[config.mk]
export PLATFORM = sky130hd
export DESIGN_NAME = input_conditioner
export DESIGN_NICKNAME = d
export VERILOG_FILES = /design/src/rtl/input_conditioner.sv
export SDC_FILE = /design/constraint.sdc
export NUM_CORES = 1
export LEC_CHECK = 0
export ABC_AREA = 1
export BUFFER_PORTS_ARGS = -buffer_cell sky130_fd_sc_hd__buf_2
export CAP_MARGIN = 10
export CORE_UTILIZATION = 60
export CTS_CLUSTER_SIZE = 12
export DETAILED_ROUTE_END_ITERATION = 7
export PLACE_DENSITY = 0.75
export SLEW_MARGIN = 20
export SYNTH_ARGS = -nofsm -noshare
export SYNTH_HDL_FRONTEND = slang
export SYNTH_SLANG_ARGS = --single-unit
export TNS_END_PERCENT = 50
[constraint.sdc]
create_clock -name clk -period 1.73 [get_ports clk]
set_input_delay 0.346 -clock clk [delete_from_list [all_inputs] [get_ports clk]]
set_output_delay 0.346 -clock clk [all_outputs]
set_load 0.02 [all_outputs]
[src/rtl/input_conditioner.sv]
// Push-button and slide-switch conditioner: two-flop synchronizers, a four-state
// button debouncer that emits one step pulse per accepted press, and a switch debouncer.
module input_conditioner #(
  parameter int DEBOUNCE_CYCLES = 1000000,
  parameter int CNT_W           = $clog2(DEBOUNCE_CYCLES)
) (
  input  logic       clk,
  input  logic       reset,
  input  logic       btn_raw,
  input  logic       sw_raw,
  output logic       step,
  output logic       w,
  output logic [1:0] btn_state,
  output logic [7:0] step_count
);

  typedef enum logic [1:0] {
    RELEASED     = 2'd0,
    PRESS_PEND   = 2'd1,
    HELD         = 2'd2,
    RELEASE_PEND = 2'd3
  } btn_state_t;

  localparam logic [CNT_W-1:0] CNT_LAST = CNT_W'(DEBOUNCE_CYCLES - 1);
  localparam logic [CNT_W-1:0] CNT_ONE  = CNT_W'(1);

  logic btn_meta;
  logic btn_s;
  logic sw_meta;
  logic sw_s;

  btn_state_t       state;
  btn_state_t       state_next;
  logic [CNT_W-1:0] bcnt;
  logic [CNT_W-1:0] bcnt_next;
  logic             step_next;
  logic [7:0]       count_next;

  logic [CNT_W-1:0] scnt;
  logic [CNT_W-1:0] scnt_next;
  logic             w_next;

  // Raw inputs are asynchronous to clk, so both pass through two flops before use.
  always_ff @(posedge clk) begin
    if (!reset) begin
      btn_meta <= 1'b0;
      btn_s    <= 1'b0;
      sw_meta  <= 1'b0;
      sw_s     <= 1'b0;
    end else begin
      btn_meta <= btn_raw;
      btn_s    <= btn_meta;
      sw_meta  <= sw_raw;
      sw_s     <= sw_meta;
    end
  end

  always_comb begin
    state_next = state;
    bcnt_next  = bcnt;
    step_next  = 1'b0;
    count_next = step_count;
    case (state)
      RELEASED: begin
        if (btn_s) begin
          state_next = PRESS_PEND;
          bcnt_next  = '0;
        end
      end
      PRESS_PEND: begin
        if (!btn_s) begin
          state_next = RELEASED;
        end else if (bcnt == CNT_LAST) begin
          state_next = HELD;
          step_next  = 1'b1;
          count_next = step_count + 8'd1;
        end else begin
          bcnt_next = bcnt + CNT_ONE;
        end
      end
      HELD: begin
        if (!btn_s) begin
          state_next = RELEASE_PEND;
          bcnt_next  = '0;
        end
      end
      RELEASE_PEND: begin
        // A bounce back high returns to HELD silently; only a fresh press from RELEASED steps.
        if (btn_s) begin
          state_next = HELD;
        end else if (bcnt == CNT_LAST) begin
          state_next = RELEASED;
        end else begin
          bcnt_next = bcnt + CNT_ONE;
        end
      end
      default: begin
        state_next = RELEASED;
        bcnt_next  = '0;
      end
    endcase
  end

  // Any single cycle where the synchronized switch agrees with w restarts the count.
  always_comb begin
    w_next    = w;
    scnt_next = scnt;
    if (sw_s == w) begin
      scnt_next = '0;
    end else if (scnt == CNT_LAST) begin
      w_next    = sw_s;
      scnt_next = '0;
    end else begin
      scnt_next = scnt + CNT_ONE;
    end
  end

  always_ff @(posedge clk) begin
    if (!reset) begin
      state      <= RELEASED;
      bcnt       <= '0;
      step       <= 1'b0;
      step_count <= 8'd0;
      w          <= 1'b0;
      scnt       <= '0;
    end else begin
      state      <= state_next;
      bcnt       <= bcnt_next;
      step       <= step_next;
      step_count <= count_next;
      w          <= w_next;
      scnt       <= scnt_next;
    end
  end

  assign btn_state = state;

endmodule
==> flow_metrics.env <==
export IMPL_dpl_cell_count=532
export IMPL_cellPowerDensity_mw_per_mm2=615
export IMPL_worstMarginPinSlew_ns=0.523
export IMPL_clock_path_buffers=2
export IMPL_r2r_start="bcnt[0]"
export IMPL_syn_avg_cell_area_um2=6.77
export IMPL_yosysWarnings=0
export IMPL_die_height_um=72.5
export IMPL_fin_nets=483
export IMPL_pin_count=16
export IMPL_p_total_w=0.00209
export IMPL_avgRoutedWirePerCell_um=11.5
export IMPL_port_buffers=15
export IMPL_htreeDepth=2
export IMPL_setup_viol=0
export IMPL_dr_pass1_iters=6
export IMPL_via_per_inst=5.03
export IMPL_grt_pass1_wl_um=10400
export IMPL_route_detailed_drc=0
export IMPL_hold_end="btn_meta"
export IMPL_ant_nets=0
export IMPL_clock_fmax_mhz=616
export IMPL_gp_congestion=0.923
export IMPL_std_cell_rows=25
export IMPL_final_cells=544
export IMPL_dp_hpwl_um=4660
export IMPL_cp_arrival_ns=1.87
export IMPL_diodes=0
export IMPL_num_fill_cells=422
export IMPL_synthDistinctLibCells=30
export IMPL_grt_usage_pct=25.1
export IMPL_clk_latency_ns=0.31
export IMPL_syn2layout_area_growth_pct=13.8
export IMPL_slew_limit_headroom_pct=65.1
export IMPL_min_from="btn_raw"
export IMPL_ctsHoldBuffers=0
export IMPL_grt_max_degree=21
export IMPL_hp_class="in -> reg"
export IMPL_yosysSeqAreaShare_pct=37.6
export IMPL_cts_tree="yes"
export IMPL_netlist_area_mm2=0.00299
export IMPL_crit_path_max_fanout=13
export IMPL_ir_drop_mv=0.507
export IMPL_grt_overflow_total=0
export IMPL_drive_above_1_share_pct=16.6
export IMPL_dieWidth_um=72.5
export IMPL_final_core_util_pct=71.5
export IMPL_hold_depth=3
export IMPL_r2r_end="bcnt[6]"
export IMPL_rsz0062_at_grt="yes"
export IMPL_setup_worst_path_end_class="flip-flop"
export IMPL_rrSetupSlack_ns=0.11
export IMPL_cts_inserted_buffers=5
export IMPL_cts_root_buf="clkbuf_8"
export IMPL_clock_sinks=56
export IMPL_dieArea_mm2=0.00526
export IMPL_cp_required_ns=1.97
export IMPL_core_area_mm2=0.00475
export IMPL_reg2regPathDepth=10
export IMPL_antenna_found_initial=0
export IMPL_via_count=2735
export IMPL_leakage_nw=1.34
export IMPL_start_kind="flip-flop"
export IMPL_cts_clk_slew_worst_paths_ns=0.10
export IMPL_fin_worst_skew_ns=0.00776
export IMPL_slew_violations=0
export IMPL_synth_nets=448
export IMPL_hold_violations=0
export IMPL_start_util_pct=62.8
export IMPL_fin_crit_sh_pct=93.9
export IMPL_status="completed"
export IMPL_layout_min_cycle_time_ns=1.62
export IMPL_cap_violations=0
export IMPL_drtIter0Drc=98
export IMPL_ys_ff_latch=56
export IMPL_critical_path_class="reg -> reg"
export IMPL_syn_inst=441
export IMPL_wirelength_um=6270
export IMPL_grt_pass1_vias=2411
-- layout make-up --
cell class / count / area (µm²) / share of cell area, %
clock buffers: 7 / 76.3 / 2.25
multi-input cells: 323 / 1640 / 48.3
inverters: 54 / 205 / 6.04
well taps: 67 / 83.8 / 2.47
flip-flops and latches: 56 / 1120 / 33.1
clock inverters: 1 / 8.76 / 0.258
repair buffers: 36 / 258 / 7.58
-- state kept, by name (all words and copies together), names as in the netlist, named ones only --
| signal | cells |
|---|---|
| btn_state | 1 |
| step_count | 8 |
| step | 1 |
| w | 1 |
| btn_meta | 1 |
| bcnt | 20 |
| btn_s | 1 |
| scnt | 20 |
| sw_meta | 1 |
| sw_s | 1 |
-- critical path, stage by stage, from the launching register on --
cell	delay, ns
dfxtp_1	0.34
ha_2	0.22
nand3_4	0.12
nor2_8	0.15
nand3_2	0.09
nand2_2	0.12
nand2_8	0.11
buf_4	0.18
nand2_1	0.06
nand2_1	0.05
a21oi_1	0.12
-- metrics by stage --
stage	area, µm²	worst slack (ns)	setup TNS (ns)	hold WS [ns]
after floorplan	2990	0.216	0	0.390
after global placement	3250	0.0907	0	0.396
after detailed placement	3250	0.0505	0	0.401
after CTS	3340	0.0338	0	0.205
after global routing	3400	-0.0251	-0.0606	0.219
final	3400	0.106	0	0.208
-- placed cells by master, fill, tap and decap left out, drive strengths merged --
master,instances
clkinv,1
buf,36
xor2,16
nand3,31
xnor2,5
ha,3
dfxtp,56
nor4,1
nand2,114
inv,54
or2,2
a211oi,1
clkbuf,7
nand4,14
o21ai,7
nor3,13
nor2,82
a21oi,32
nor3b,2
-- repair_timing --
item                                   4_1_cts  5_1_grt
endpoints found under the hold margin        0        0
resized for setup                            0       10
setup buffers                                0        4
setup endpoints to repair                    0       30
-- power breakdown --
group	switching, W	total (W)	internal [W]
sequential	0.00000329	0.00130	0.00129
combinational	0.0000505	0.0000740	0.0000235
clock	0.000427	0.000718	0.000291
total	0.000481	0.00209	0.00161
-- worst max-delay path by stage --
stage / from / to / slack [ns] / cells past startpoint
floorplan: btn_state[0] / step_count[0] / 0.22 / 6
global placement: bcnt[0] / step_count[3] / 0.09 / 8
detailed placement: bcnt[1] / bcnt[4] / 0.05 / 9
CTS: bcnt[1] / bcnt[4] / 0.03 / 9
global route: bcnt[1] / bcnt[6] / -0.03 / 10
finish: bcnt[0] / bcnt[6] / 0.11 / 10
-- routing by layer --
metal | vias up | routed length [µm] | global-route usage, %
met5 | - | 0 | 0
met4 | 0 | 107 | 8.93
met3 | 12 | 256 | 4.86
met2 | 53 | 2940 | 43.1
met1 | 1209 | 2960 | 31.3
li1 | 1461 | - | -
-- Yosys cell counts (all sizes together) --
master,count,area (µm²)
xnor2,5,43.8
dfxtp,56,1120
a21oi,32,183
inv,53,199
nand2,114,450
clkinv,1,5.00
ha,3,37.5
or2,2,12.5
nor3b,2,15.0
nor2,82,362
nand3,31,173
a211oi,1,7.51
nor3,13,65.1
clkbuf,3,11.3
o21ai,7,35.0
nor4,1,6.26
nand4,14,87.6
xor2,16,140
buf,5,31.3
-- logic make-up after synthesis --
kind of cell | share of synthesized area, %
xor+xnor | 6.16
buf+inv | 8.26
fa+ha+maj | 1.26
compound gates | 7.54
flops | 37.6
simple gates | 39.2
(Power assumes the default switching activity.)
